==> config.mk <==
export PLATFORM = sky130hd
export DESIGN_NAME = freq_edge_counter
export DESIGN_NICKNAME = d
export VERILOG_FILES = /design/src/rtl/freq_edge_counter.sv
export SDC_FILE = /design/constraint.sdc
export NUM_CORES = 1
export LEC_CHECK = 0
export CELL_PAD_IN_SITES_DETAIL_PLACEMENT = 0
export CELL_PAD_IN_SITES_GLOBAL_PLACEMENT = 2
export CORE_ASPECT_RATIO = 1.25
export CORE_MARGIN = 2
export CORE_UTILIZATION = 40
export CTS_BUF_LIST = sky130_fd_sc_hd__clkbuf_16
export DETAILED_ROUTE_END_ITERATION = 8
export DONT_BUFFER_PORTS = 1
export HOLD_SLACK_MARGIN = 0.02
export PLACE_DENSITY = 0.85
export SYNTH_ARGS = -nofsm -noshare
export SYNTH_HDL_FRONTEND = slang
export SYNTH_SLANG_ARGS = --single-unit
==> constraint.sdc <==
create_clock -name clk -period 4.24 [get_ports clk]
set_input_delay 0.636 -clock clk [delete_from_list [all_inputs] [get_ports clk]]
set_output_delay 0.636 -clock clk [all_outputs]
set_load 0.005 [all_outputs]
==> src/rtl/freq_edge_counter.sv <==
// rtl/freq_edge_counter.sv - gated rising-edge counter publishing edges per gate window
module freq_edge_counter #(
  parameter int COUNT_WIDTH = 16
) (
  input  logic                   clk,
  input  logic                   rst_n,
  input  logic                   gate_tick,
  input  logic                   enable,
  input  logic                   sig_in,
  output logic [COUNT_WIDTH-1:0] freq_out,
  output logic                   freq_valid,
  output logic                   overflow
);

  typedef enum logic [1:0] {
    ST_IDLE    = 2'd0,
    ST_ARM     = 2'd1,
    ST_MEASURE = 2'd2
  } state_t;

  localparam logic [COUNT_WIDTH-1:0] CNT_MAX  = '1;
  localparam logic [COUNT_WIDTH-1:0] CNT_ZERO = '0;

  state_t state_q, state_d;

  // Two-flop synchronizer plus one history flop for edge detection
  logic s1_q, s2_q, s2_dly_q;
  logic rise_event;

  logic [COUNT_WIDTH-1:0] cnt_q, cnt_d;
  logic                   sat_q, sat_d;
  logic [COUNT_WIDTH-1:0] freq_q, freq_d;
  logic                   ovf_q, ovf_d;
  logic                   valid_q, valid_d;

  // A rise_event that lands on a window boundary opens the new window at 1
  logic [COUNT_WIDTH-1:0] cnt_restart;

  assign rise_event  = s2_q & ~s2_dly_q;
  assign cnt_restart = {{(COUNT_WIDTH-1){1'b0}}, rise_event};

  // Synchronizer chain runs in every state so edge history is never stale
  always_ff @(posedge clk) begin
    if (!rst_n) begin
      s1_q     <= 1'b0;
      s2_q     <= 1'b0;
      s2_dly_q <= 1'b0;
    end else begin
      s1_q     <= sig_in;
      s2_q     <= s1_q;
      s2_dly_q <= s2_q;
    end
  end

  // State register
  always_ff @(posedge clk) begin
    if (!rst_n) begin
      state_q <= ST_IDLE;
    end else begin
      state_q <= state_d;
    end
  end

  // Next-state logic; dropping enable wins over everything else
  always_comb begin
    state_d = state_q;
    if (!enable) begin
      state_d = ST_IDLE;
    end else begin
      case (state_q)
        ST_IDLE:    state_d = ST_ARM;
        ST_ARM:     if (gate_tick) state_d = ST_MEASURE;
        ST_MEASURE: state_d = ST_MEASURE;
        default:    state_d = ST_IDLE;
      endcase
    end
  end

  // Counter, saturation and result next-state per state
  always_comb begin
    cnt_d   = cnt_q;
    sat_d   = sat_q;
    freq_d  = freq_q;
    ovf_d   = ovf_q;
    valid_d = 1'b0;
    case (state_q)
      ST_IDLE: begin
        cnt_d = CNT_ZERO;
        sat_d = 1'b0;
      end
      ST_ARM: begin
        if (enable && gate_tick) begin
          cnt_d = cnt_restart;
        end else begin
          cnt_d = CNT_ZERO;
        end
        sat_d = 1'b0;
      end
      ST_MEASURE: begin
        if (!enable) begin
          cnt_d = CNT_ZERO;
          sat_d = 1'b0;
        end else if (gate_tick) begin
          freq_d  = cnt_q;
          ovf_d   = sat_q;
          valid_d = 1'b1;
          cnt_d   = cnt_restart;
          sat_d   = 1'b0;
        end else if (rise_event) begin
          if (cnt_q == CNT_MAX) begin
            sat_d = 1'b1;
          end else begin
            cnt_d = cnt_q + 1'b1;
          end
        end
      end
      default: begin
        cnt_d = CNT_ZERO;
        sat_d = 1'b0;
      end
    endcase
  end

  // Datapath registers; results persist until the next strobe
  always_ff @(posedge clk) begin
    if (!rst_n) begin
      cnt_q   <= CNT_ZERO;
      sat_q   <= 1'b0;
      freq_q  <= CNT_ZERO;
      ovf_q   <= 1'b0;
      valid_q <= 1'b0;
    end else begin
      cnt_q   <= cnt_d;
      sat_q   <= sat_d;
      freq_q  <= freq_d;
      ovf_q   <= ovf_d;
      valid_q <= valid_d;
    end
  end

  assign freq_out   = freq_q;
  assign freq_valid = valid_q;
  assign overflow   = ovf_q;

endmodule

**Word level (Yosys, flattened, before mapping)**

Index checks and enable logic that the tools add are counted.

- Flip-flop bits (word level): 40
- Input bits: 5
- Logic and storage cells: 38

- Add/sub/neg operators: 1
- Equal/unequal tests: 6
- Mux-type cells: 9
- Bitwise operators: 5
- Reduce and logical (&&, ||, !) cells: 8

Operator list:

| cell | count |
|---|---|
| 16-bit two-way mux | 4 |
| 16-bit case mux with 2 select lines | 1 |
| 16-bit by 1-bit adder with 16-bit output (second input constant) | 1 |
| 16-bit equality test (second input constant) | 1 |
| 4-bit != test (second input constant) | 2 |
| 2-bit case mux with 3 select lines | 1 |
| 2-bit AND reduction | 3 |
| 3-bit AND reduction | 2 |
| 1-bit inverter | 4 |
| 4-bit OR reduction | 1 |
| 2-bit by 1-bit equality test with 1-bit output (second input constant) | 1 |
| 2-bit equality test (second input constant) | 1 |
| 2-bit zero test | 1 |
| 1-bit two-way mux | 2 |
| 2-bit two-way mux | 1 |
| 2-bit != test (second input constant) | 1 |
| 1-bit bitwise AND | 1 |
| 1-bit logical AND | 1 |

**Depth between registers and ports, before layout**

- Depth after elaboration: 6
- Depth in mapped cells: 7
- Mapped depth without buffers: 6

**Worst setup path before layout**

OpenSTA, ideal clock, no wires.

- Path type: reg-to-reg
- Start: register cnt_q[0]
- End: register cnt_q[9]
- Setup time: 0.140 ns
- Data arrival time: 1.577 ns
- Required time: 4.100 ns
- Path slack: 2.524 ns
- Stages on the path, launching flop included: 7
- Buffers on the path: 0
- Clock period less this slack: 1.716 ns
- Path through: dfxtp_1 -> ha_1 -> nand4_2 -> nor4_4 -> nor2_2 -> o311ai_1 -> a221oi_1

- Cells in the longest elaborated chain, start to end: 6

Ends and longest elaborated chain:

| what | line | source |
|---|---|---|
| from (decl) | 30 | `logic [COUNT_WIDTH-1:0] cnt_q, cnt_d;` |
| from (signal assigned) | 133 | `cnt_q <= cnt_d;` |
| 16-bit by 1-bit adder with 16-bit output | 113 | `cnt_d = cnt_q + 1'b1;` |
| 16-bit two-way mux | 110 | `if (cnt_q == CNT_MAX) begin` |
| 16-bit two-way mux | 109 | `end else if (rise_event) begin` |
| 16-bit two-way mux | 103 | `end else if (gate_tick) begin` |
| 16-bit two-way mux | 100 | `if (!enable) begin` |
| 16-bit case mux with 2 select lines | 86 | `case (state_q)` |

Several ways; a longest one is shown, not always the timed one. The select of a mux whose other input is x is not followed.
A chain may end at the register's enable or synchronous reset.

**Worst setup path in the final report**

Same ends and word-level chain as after synthesis.

==> results.md <==
- Outcome: complete, no violations
- Worst-Margin Slew: between 0.7 and 0.8 ns
- Max_cap viols: 0
- CP Launch Type: register
- TritonCTS sink count: 40
- Final WL: ~4200 um
- Final period util: 52.48%
- Async S/R FF share, synth: 0%
- GRT Residual Overflow: 0
- Final Critical Period: ~2.2 ns
- Post-CTS Setup Repair Bufs: 0
- Top Ports: 23
- Setup TNS: 0 ns
- Post-Route Utilization: 46.31%
- Most frequent cells in the layout: 54 x nand2_1, 40 x dfxtp_1, 17 x a21boi_0, 11 x nor3_1, 8 x nor2_1
- Final instance area: ~2000 um2
- Rows: 27
- R2R cell count: 6
- Final hold slack: 0.4355 ns
- IO buf count: 0
- Worst-skew pair later-pin latency: approximately 0.28 ns
- DRC viols: 0
- Worst r2r src: cnt_q[0]
- Reg2reg end: cnt_q[9]
- Layout cells sized above 1: about 8.4%
- Vias per cell: 5.739
- Max_slew headroom: about 48%
- Ys flop type: dfxtp_1
- Clk pwr share: about half
- Flops & latches, synth: 40
- Worst Setup EP: cnt_q[9]
- Final Max Tran Viols: 0
- H-Tree Depth: 2
- CTS root buf: clkbuf_16
- Clk buf depth: 2
- Worst VDD drop: between 0.15 and 0.2 mV
- Post-CTS Hold Buffers: 0
- Most common cell after layout, fill and taps aside: nand2_1
- Cell Area, Synth: 1854 um2
- Vias in the first global route: between 1000 and 1500
- Cell count after synthesis: between 200 and 250
- CTS tree: built
- Sw power: between 150 and 200 uW
- CP max FO: 12
- Final setup violation count: 0
- Final hold vios: 0
- Width of the die: 64.90 um
- Area of the core: around 4400 um2
- RSZ-0062 raised after global routing: no
- WL/cell: 15.35 um
- Worst setup EP type: register
- DRT antenna net count: 0
- Hold Startpoint: s1_q
- Mean Syn Cell Area: roughly 8.6 um2
- Iteration-0 DRC Markers: 45
- Synth Net Count: between 200 and 250
- Setup Skew: about 0.0049 ns
- Seq/Total Area, Yosys: a little over two fifths
- GP Congestion: 0.8233
- Logic pwr share: 3.1%
- Vias after detailed routing: approximately 1600
- Cts repair resizes: 0
- First-pass GRT wire length: around 6900 um
- Total die area: roughly 5200 um2
- Worst setup path category: register to register
- Worst Path Arrival: 2.35 ns
- Fmax: ~450 MHz
- Post-synth EDFFs: 0
- Flop-to-flop setup slack: between 2 and 2.5 ns
- Synth Warn #: 0
- Die Ht: between 80 and 90 um
- Sequential share of power: 45.2%
- GRT Overall Usage: between 15 and 20%
- Starting Density: 41.90%
- Nets: between 200 and 250
- Pleak: around 0.66 nW
- Cts bufs inserted: 5
- WP data required: 4.36 ns
- Cell-internal power: around 670 uW
- Area Overhead vs Synth: 10.53%
- Pwr per Cell Area: between 400 and 500 nW/um2
- Switching share of power: 20.48%
- Hold Path Class: register to register
- First-pass DRT Iterations: 5
- Antenna violations before repair: 0
- Yosys cell types: 43
- Clock transition at path regs: about 0.06 ns
- Post-DP HPWL: a little under 3000 um
- Crit path from: cnt_q[0]
- Post-DP Area: 1878 um2
- Antenna Diode Count: 0
- Largest net degree at the start of global routing: 24
[through the flow]
stage | total power [mW] | std cells | setup slack [ns]
5_1_grt | 0.8674 | 272 | 1.815
2_1_floorplan | 0.4110 | 216 | 2.524
6_report | 0.8392 | 272 | 2.015
3_3_place_gp | 0.4127 | 264 | 1.999
4_1_cts | 0.8451 | 272 | 2.007
3_5_place_dp | 0.4132 | 264 | 2.029
[worst min path at each step]
stage,to,slack (ns),depth (start not counted)
CTS,s2_q,0.44,1
finish,s2_q,0.44,1
detailed placement,s2_q,0.42,1
global route,s2_q,0.45,1
floorplan,s2_q,0.41,1
global placement,s2_q,0.42,1
[logic make-up after synthesis]
family / share of synthesized area (%)
buffers and inverters: 3.238
AND/OR/NAND/NOR: 31.65
AO/OA/AOI/OAI: 17.61
adder cells (fa/ha/maj): 2.699
flip-flops: 43.18
multiplexers: 1.619
[final cells by class]
type / instances / area [um2]
Tap cell: 58 / 72.57
Inverter: 3 / 11.26
Multi-Input combinational cell: 163 / 993.5
Clock inverter: 3 / 46.29
Clock buffer: 5 / 125.1
Sequential cell: 40 / 800.8
Fill cell: 441 / 2376
[cell usage after synthesis (3+ instances only)]
cell type,count,area share (%)
nand2b_1,4,1.3
nand3_1,6,1.6
ha_1,4,2.7
nand2_1,54,11
a21boi_0,17,6.9
nand4_1,3,1.0
and2_1,4,1.3
clkbuf_1,6,1.2
buf_2,3,0.81
mux2i_1,3,1.6
inv_1,3,0.61
a32o_1,3,1.6
a31oi_1,5,1.7
dfxtp_1,40,43
nor3_1,11,3.0
nor4_1,5,1.7
a21oi_1,6,1.6
a311oi_1,4,1.9
nor2_1,8,1.6
[sequential cells by signal, summed over array words and instances, names as in the netlist]
register    count
freq_out       16
overflow        1
sat_q           1
cnt_q          16
s2_q            1
s2_dly_q        1
s1_q            1
state_q         2
freq_valid      1
[routing by layer]
layer  vias up  GRT usage (%)  wire (um)
li1        772              -          -
met1       723          21.48       1807
met2        52          29.48       1985
met3        14          4.482        288
met4         0          5.319         93
met5         -              0          0
[worst max-delay path, stage by stage, from the launching register on]
cell,delay [ns]
dfxtp_1,0.47
ha_1,0.29
nand4_2,0.20
nor4_4,0.40
nor2_2,0.19
o311ai_1,0.37
a221oi_1,0.15
[power by group through the flow]
stage | logic (mW) | clock network [mW] | registers [mW]
global placement | 0.0252 | 0 | 0.387
CTS | 0.0258 | 0.440 | 0.379
detailed placement | 0.0255 | 0 | 0.388
finish | 0.0261 | 0.434 | 0.379
global route | 0.0289 | 0.459 | 0.379
floorplan | 0.0237 | 0 | 0.387
Note: power is estimated with default switching activity, not from simulation.
